## src/rtl/mc_pkg.sv

```systemverilog
// Shared types and encodings for the multicycle ARM-subset controller:
// FSM states, mux/ALU encodings, data-processing commands and condition codes.
package mc_pkg;

    typedef enum logic [3:0] {
        S_FETCH,
        S_DECODE,
        S_MEMADR,
        S_MEMRD,
        S_MEMWB,
        S_MEMWR,
        S_EXECUTER,
        S_EXECUTEI,
        S_ALUWB,
        S_BRANCH
    } state_t;

    localparam logic [1:0] ALU_ADD = 2'b00;
    localparam logic [1:0] ALU_SUB = 2'b01;
    localparam logic [1:0] ALU_AND = 2'b10;
    localparam logic [1:0] ALU_ORR = 2'b11;

    localparam logic [1:0] SRCB_RD2  = 2'b00;
    localparam logic [1:0] SRCB_IMM  = 2'b01;
    localparam logic [1:0] SRCB_FOUR = 2'b10;

    localparam logic [1:0] RES_ALUOUT    = 2'b00;
    localparam logic [1:0] RES_DATA      = 2'b01;
    localparam logic [1:0] RES_ALURESULT = 2'b10;

    localparam logic [3:0] CMD_AND = 4'b0000;
    localparam logic [3:0] CMD_SUB = 4'b0010;
    localparam logic [3:0] CMD_ADD = 4'b0100;
    localparam logic [3:0] CMD_CMP = 4'b1010;
    localparam logic [3:0] CMD_ORR = 4'b1100;

    localparam logic [3:0] COND_EQ = 4'b0000;
    localparam logic [3:0] COND_NE = 4'b0001;
    localparam logic [3:0] COND_CS = 4'b0010;
    localparam logic [3:0] COND_CC = 4'b0011;
    localparam logic [3:0] COND_MI = 4'b0100;
    localparam logic [3:0] COND_PL = 4'b0101;
    localparam logic [3:0] COND_VS = 4'b0110;
    localparam logic [3:0] COND_VC = 4'b0111;
    localparam logic [3:0] COND_HI = 4'b1000;
    localparam logic [3:0] COND_LS = 4'b1001;
    localparam logic [3:0] COND_GE = 4'b1010;
    localparam logic [3:0] COND_LT = 4'b1011;
    localparam logic [3:0] COND_GT = 4'b1100;
    localparam logic [3:0] COND_LE = 4'b1101;
    localparam logic [3:0] COND_AL = 4'b1110;

    // flags are {N,Z,C,V}; the reserved code 1111 never executes
    function automatic logic cond_check(input logic [3:0] cond, input logic [3:0] flags);
        logic n, z, c, v, res;
        {n, z, c, v} = flags;
        case (cond)
            COND_EQ: res = z;
            COND_NE: res = ~z;
            COND_CS: res = c;
            COND_CC: res = ~c;
            COND_MI: res = n;
            COND_PL: res = ~n;
            COND_VS: res = v;
            COND_VC: res = ~v;
            COND_HI: res = c & ~z;
            COND_LS: res = ~c | z;
            COND_GE: res = (n == v);
            COND_LT: res = (n != v);
            COND_GT: res = ~z & (n == v);
            COND_LE: res = z | (n != v);
            COND_AL: res = 1'b1;
            default: res = 1'b0;
        endcase
        return res;
    endfunction

endpackage

```

## src/rtl/mc_condunit.sv

```systemverilog
// Condition unit: flag register, condition evaluation latched at DECODE,
// and the condition-gated PC/register/memory write enables.
module mc_condunit
    import mc_pkg::*;
(
    input  logic       clk,
    input  logic       reset,
    input  logic [3:0] cond,
    input  logic [3:0] alu_flags,
    input  logic       latch_cond,
    input  logic [1:0] flag_w,
    input  logic       pcs,
    input  logic       reg_w,
    input  logic       mem_w,
    input  logic       next_pc,
    output logic       pc_write,
    output logic       reg_write,
    output logic       mem_write
);

    logic [3:0] flags;
    logic       cond_ex_reg;

    // Later states gate only on the latched result, so an S-suffixed update
    // in EXECUTE cannot re-gate the same instruction's writeback.
    always_ff @(posedge clk) begin
        if (reset) begin
            flags       <= 4'b0000;
            cond_ex_reg <= 1'b0;
        end else begin
            if (latch_cond)
                cond_ex_reg <= cond_check(cond, flags);
            if (flag_w[1] && cond_ex_reg)
                flags[3:2] <= alu_flags[3:2];
            if (flag_w[0] && cond_ex_reg)
                flags[1:0] <= alu_flags[1:0];
        end
    end

    assign pc_write  = next_pc | (pcs & cond_ex_reg);
    assign reg_write = reg_w & cond_ex_reg;
    assign mem_write = mem_w & cond_ex_reg;

endmodule

```

## src/rtl/multicycle_controller.sv

```systemverilog
// Moore FSM + ALU decode for the multicycle ARM-subset datapath.
// Define MC_WAITSTATE_EN to honour MemReady in FETCH/MEMRD/MEMWR; otherwise it is ignored.
module multicycle_controller
    import mc_pkg::*;
(
    input  logic         clk,
    input  logic         reset,
    input  logic [31:12] Instr,
    input  logic [3:0]   ALUFlags,
    input  logic         MemReady,
    output logic         PCWrite,
    output logic         MemWrite,
    output logic         RegWrite,
    output logic         IRWrite,
    output logic         AdrSrc,
    output logic         ALUSrcA,
    output logic [1:0]   ALUSrcB,
    output logic [1:0]   ResultSrc,
    output logic [1:0]   ImmSrc,
    output logic [1:0]   RegSrc,
    output logic [1:0]   ALUControl
);

    state_t     state;
    state_t     st;
    logic       mem_ready;
    logic [1:0] op;
    logic [5:0] funct;
    logic [3:0] cmd;
    logic       next_pc, reg_w, mem_w, branch, alu_op, no_write, pcs;
    logic [1:0] flag_w;
    logic       unused_rn;

`ifdef MC_WAITSTATE_EN
    assign mem_ready = MemReady;
`else
    logic unused_mem_ready;
    assign mem_ready        = 1'b1;
    assign unused_mem_ready = MemReady;
`endif

    assign op        = Instr[27:26];
    assign funct     = Instr[25:20];
    assign cmd       = funct[4:1];
    assign unused_rn = ^Instr[19:16];

    assign ImmSrc = Instr[25:24];
    assign RegSrc = {op == 2'b01, op == 2'b10};

    always_ff @(posedge clk) begin
        if (reset) begin
            state <= S_FETCH;
        end else begin
            case (state)
                S_FETCH:    if (mem_ready) state <= S_DECODE;
                S_DECODE: begin
                    case (op)
                        2'b01:   state <= S_MEMADR;
                        2'b00:   state <= funct[5] ? S_EXECUTEI : S_EXECUTER;
                        2'b10:   state <= S_BRANCH;
                        default: state <= S_FETCH;
                    endcase
                end
                S_MEMADR:   state <= funct[0] ? S_MEMRD : S_MEMWR;
                S_MEMRD:    if (mem_ready) state <= S_MEMWB;
                S_MEMWR:    if (mem_ready) state <= S_FETCH;
                S_EXECUTER: state <= S_ALUWB;
                S_EXECUTEI: state <= S_ALUWB;
                default:    state <= S_FETCH;
            endcase
        end
    end

    // While reset is high the outputs behave as an idle FETCH with no writes.
    assign st = reset ? S_FETCH : state;

    always_comb begin
        next_pc   = 1'b0;
        IRWrite   = 1'b0;
        reg_w     = 1'b0;
        mem_w     = 1'b0;
        branch    = 1'b0;
        alu_op    = 1'b0;
        AdrSrc    = 1'b0;
        ALUSrcA   = 1'b0;
        ALUSrcB   = SRCB_RD2;
        ResultSrc = RES_ALUOUT;
        case (st)
            S_FETCH: begin
                ALUSrcA   = 1'b1;
                ALUSrcB   = SRCB_FOUR;
                ResultSrc = RES_ALURESULT;
                if (mem_ready && !reset) begin
                    IRWrite = 1'b1;
                    next_pc = 1'b1;
                end
            end
            S_DECODE: begin
                ALUSrcA   = 1'b1;
                ALUSrcB   = SRCB_FOUR;
                ResultSrc = RES_ALURESULT;
            end
            S_MEMADR:   ALUSrcB = SRCB_IMM;
            S_MEMRD:    AdrSrc = 1'b1;
            S_MEMWB: begin
                ResultSrc = RES_DATA;
                reg_w     = 1'b1;
            end
            S_MEMWR: begin
                AdrSrc = 1'b1;
                mem_w  = 1'b1;
            end
            S_EXECUTER: alu_op = 1'b1;
            S_EXECUTEI: begin
                ALUSrcB = SRCB_IMM;
                alu_op  = 1'b1;
            end
            S_ALUWB:    reg_w = ~no_write;
            S_BRANCH: begin
                ALUSrcB   = SRCB_IMM;
                ResultSrc = RES_ALURESULT;
                branch    = 1'b1;
            end
            default: ;
        endcase
    end

    assign no_write = (cmd == CMD_CMP);

    always_comb begin
        ALUControl = ALU_ADD;
        if (alu_op) begin
            case (cmd)
                CMD_ADD: ALUControl = ALU_ADD;
                CMD_SUB: ALUControl = ALU_SUB;
                CMD_AND: ALUControl = ALU_AND;
                CMD_ORR: ALUControl = ALU_ORR;
                CMD_CMP: ALUControl = ALU_SUB;
                default: ALUControl = ALU_ADD;
            endcase
        end
    end

    // C/V only move for arithmetic ops; logical ops touch N/Z alone
    always_comb begin
        flag_w = 2'b00;
        if (alu_op && funct[0])
            flag_w = {1'b1, (ALUControl == ALU_ADD) || (ALUControl == ALU_SUB)};
    end

    assign pcs = ((Instr[15:12] == 4'hF) && reg_w) || branch;

    mc_condunit u_condunit (
        .clk       (clk),
        .reset     (reset),
        .cond      (Instr[31:28]),
        .alu_flags (ALUFlags),
        .latch_cond(st == S_DECODE),
        .flag_w    (flag_w),
        .pcs       (pcs),
        .reg_w     (reg_w),
        .mem_w     (mem_w),
        .next_pc   (next_pc),
        .pc_write  (PCWrite),
        .reg_write (RegWrite),
        .mem_write (MemWrite)
    );

endmodule

```

## config.mk

```make
export PLATFORM = sky130hd
export DESIGN_NAME = multicycle_controller
export DESIGN_NICKNAME = d
export VERILOG_FILES = /design/src/rtl/mc_pkg.sv /design/src/rtl/mc_condunit.sv /design/src/rtl/multicycle_controller.sv
export SDC_FILE = /design/constraint.sdc
export NUM_CORES = 1
export LEC_CHECK = 0
export ABC_CLOCK_PERIOD_IN_PS = 3900
export CAP_MARGIN = 20
export CORE_MARGIN = 10
export CORE_UTILIZATION = 43
export CTS_CLUSTER_DIAMETER = 200
export CTS_CLUSTER_SIZE = 8
export DETAILED_ROUTE_END_ITERATION = 10
export PLACE_DENSITY = 0.93
export SETUP_SLACK_MARGIN = 0.2
export SLEW_MARGIN = 20
export SYNTH_ARGS = -nofsm -noshare
export SYNTH_HDL_FRONTEND = slang
export SYNTH_SLANG_ARGS = --single-unit
export TNS_END_PERCENT = 20
```

## constraint.sdc

```tcl
create_clock -name clk -period 3.9 [get_ports clk]
set_clock_uncertainty 0.2 [all_clocks]
set_input_delay 0.78 -clock clk [delete_from_list [all_inputs] [get_ports clk]]
set_output_delay 0.78 -clock clk [all_outputs]
set_load 0.1 [all_outputs]
```

==> results.md <==
* Die H at 64.8 um
* Number of detailed-route iterations in the first pass at 4
* Hold_sp: u_condunit.flags[2]
* Filler Cells Inserted at 166
* Leak at 0.487 nW
* Dominant register cell in the synthesized netlist: dfxtp_1
* Clk buf depth at 2
* Layout cells sized above 1 at 20.0%
* TritonCTS clock tree: built
* Dpl hpwl at 2070 um
* Async set-reset flop share out of synthesis at 0%
* Clk sink count at 9
* Final WL at 2540 um
* Routability cong. at 0.805
* Worst Setup SP: reset
* Peak supply drop at 0.227 mV
* R2R depth at 4
* Post-Syn Area per Cell at 7.32 sq um
* Detail Route Antenna Nets at 0
* Yosys top cell area share at 20.9%
* Top cells by count, synth: nor2_1 (13), dfxtp_1 (9), nor3_1 (9)
* Global Route Usage Sum at 12.9%
* Final period utilization at 87.4%
* I/O pins at 43
* Area leader, netlist: dfxtp_1
* Clock root buffer: clkbuf_4
* Initial Utilization at 44.5%
* Initial antenna violation count at 0
* Setup Fix Bufs, Post-CTS at 0
* YS warnings at 0
* Crit-path max FO at 11
* Critical path, cell by cell: clkdlybuf4s50_1 > buf_4 > nor2_1 > nand3_1 > nor3_1 > buf_12
* Post-Syn Instances at 118
* CP required at 2920 ps
* Most Used Layer, Global Route: met2
* Critical Path AT at 2430 ps
* Buffers added on ports at 37
* Antenna diode count at 0
* Cell area after synthesis at 863 sq um
* M1 GR Usage at 12.9%
* GRT met2 Usage at 23.6%
* Max-Cap Viols at 0
* Clk_lat worst skew at 270 ps
* EDFF count, synth at 0
* Synth top area cells: dfxtp_1 (21%), nor2_1 (5.7%), nor3_1 (5.2%)
* Area growth, synth to finish at 50.3%
* Pwr dens at 255 nW/um^2
* Layout Utilization at 66.8%
* Outcome: completed
* Die X at 64.8 um
* Final Setup Violations at 0
* Drt initial violations at 12
* Critical path class: input pin to output port
* PostCTS Resize Cnt at 0
* Reg-to-Reg Start: state[1]
* DRC at 0
* Rel. slew slack at 61.7%
* Most numerous cell in the Yosys netlist: nor2_1
* Vias in the first global route at 1037
* Largest net degree at the start of global routing at 18
* Core area at 1940 sq um
* WL/cell at 14.4 um
* Die area at 4200 sq um
* Global routing met3 resource utilization at 3.95%
* Netlist cell types at 44
* Worst-path clk slew at 60 ps
* Site Rows at 16
* Hold-critical path depth at 2
* DR vias at 961
* Fin. Hold Viols at 0
* Max Clock Freq at 294 MHz
* Overflow left after global routing at 0
* Syn_nets at 145
* Setup tns final at 0 ps
* Num CTS Buffers at 3
* Worst Hold Class: register to register
* H-tree Lvls at 1
* Slowest stage delay, CP at 480 ps
* Vias per Instance at 5.43
* Fin nets at 178
* CP Capture Type: output port
* Sequential element share of the synthesized area at 20.9%
* Worst Tran Pin Value at 574 ps
* Startpoint types: input pin
* First-pass GRT wire length at 4460 um
* Yosys reg bits at 9
* RSZ-0062 raised after global routing: no
* CP max stage cell: clkdlybuf4s50_1
* Hold buffer count at cts at 0
* Min Tclk post-route at 3410 ps
* Final Max Tran Viols at 0
worst paths after layout:
kind | endpoint | slack [ps]
setup / recovery | ALUControl[0] | 490
hold / removal | u_condunit.flags[2] | 310
setup reg to reg | u_condunit.flags[1] | 1990
hold reg to reg | u_condunit.flags[2] | 310
critical path: cells and delay by family:
kind | cells | cell delay [ps]
AND/OR/NAND/NOR | 3 | 720
buffers and inverters | 3 | 920
cell families (layout without fill, tap and decap cells):
logic type	Yosys count	after routing	share of synthesized area [%]
simple gates	61	61	39.6
flops	9	9	20.9
compound gates	24	24	18.1
buf+inv	13	45	9.42
xor+xnor	6	6	6.09
mux	5	5	5.94
cells in the final DEF, fill, tap and decap left out, drive strengths merged, types with 2 or more instances in the layout:
cell,count
a21boi,2
a21oi,6
and2b,3
and3,2
buf,17
clkbuf,4
clkdlybuf4s50,21
dfxtp,9
inv,3
mux2i,4
nand2,7
nand2b,3
nand3,6
nor2,13
nor2b,4
nor3,9
o21ai,8
or2,2
or2b,2
or3b,2
xor2,5
area by class of cell:
cell class,instances,area [sq um],area share [%]
Inverter,3,11.3,0.868
Clock buffer,4,26.3,2.03
Sequential cell,9,180,13.9
Multi-Input combinational cell,96,608,46.9
Tap cell,27,33.8,2.60
Timing Repair Buffer,38,438,33.8
per-layer routing:
metal | wire [um] | vias up
met4 | 54 | 0
met1 | 1000 | 445
met3 | 114 | 7
li1 | - | 478
met2 | 1370 | 31
met5 | 0 | -
per-stage QoR:
stage | setup WS [ps] | hold WS (ps) | instance area [sq um] | std cells | power [mW]
after floorplan | -337 | 269 | 870 | 118 | 0.206
after global placement | 548 | 292 | 1270 | 173 | 0.253
after detailed placement | 535 | 301 | 1270 | 173 | 0.256
after CTS | 501 | 311 | 1300 | 177 | 0.332
after global routing | 406 | 343 | 1300 | 177 | 0.348
final | 493 | 305 | 1300 | 177 | 0.331
report_power, final:
group          internal, mW  switching, mW  total [mW]  leakage [nW]
Clock                0.0396         0.0359      0.0756        0.0150
Sequential           0.0951         0.0100       0.105        0.0731
Combinational        0.0569         0.0931       0.150         0.399
No activity file was read; power rests on OpenSTA's default activity.
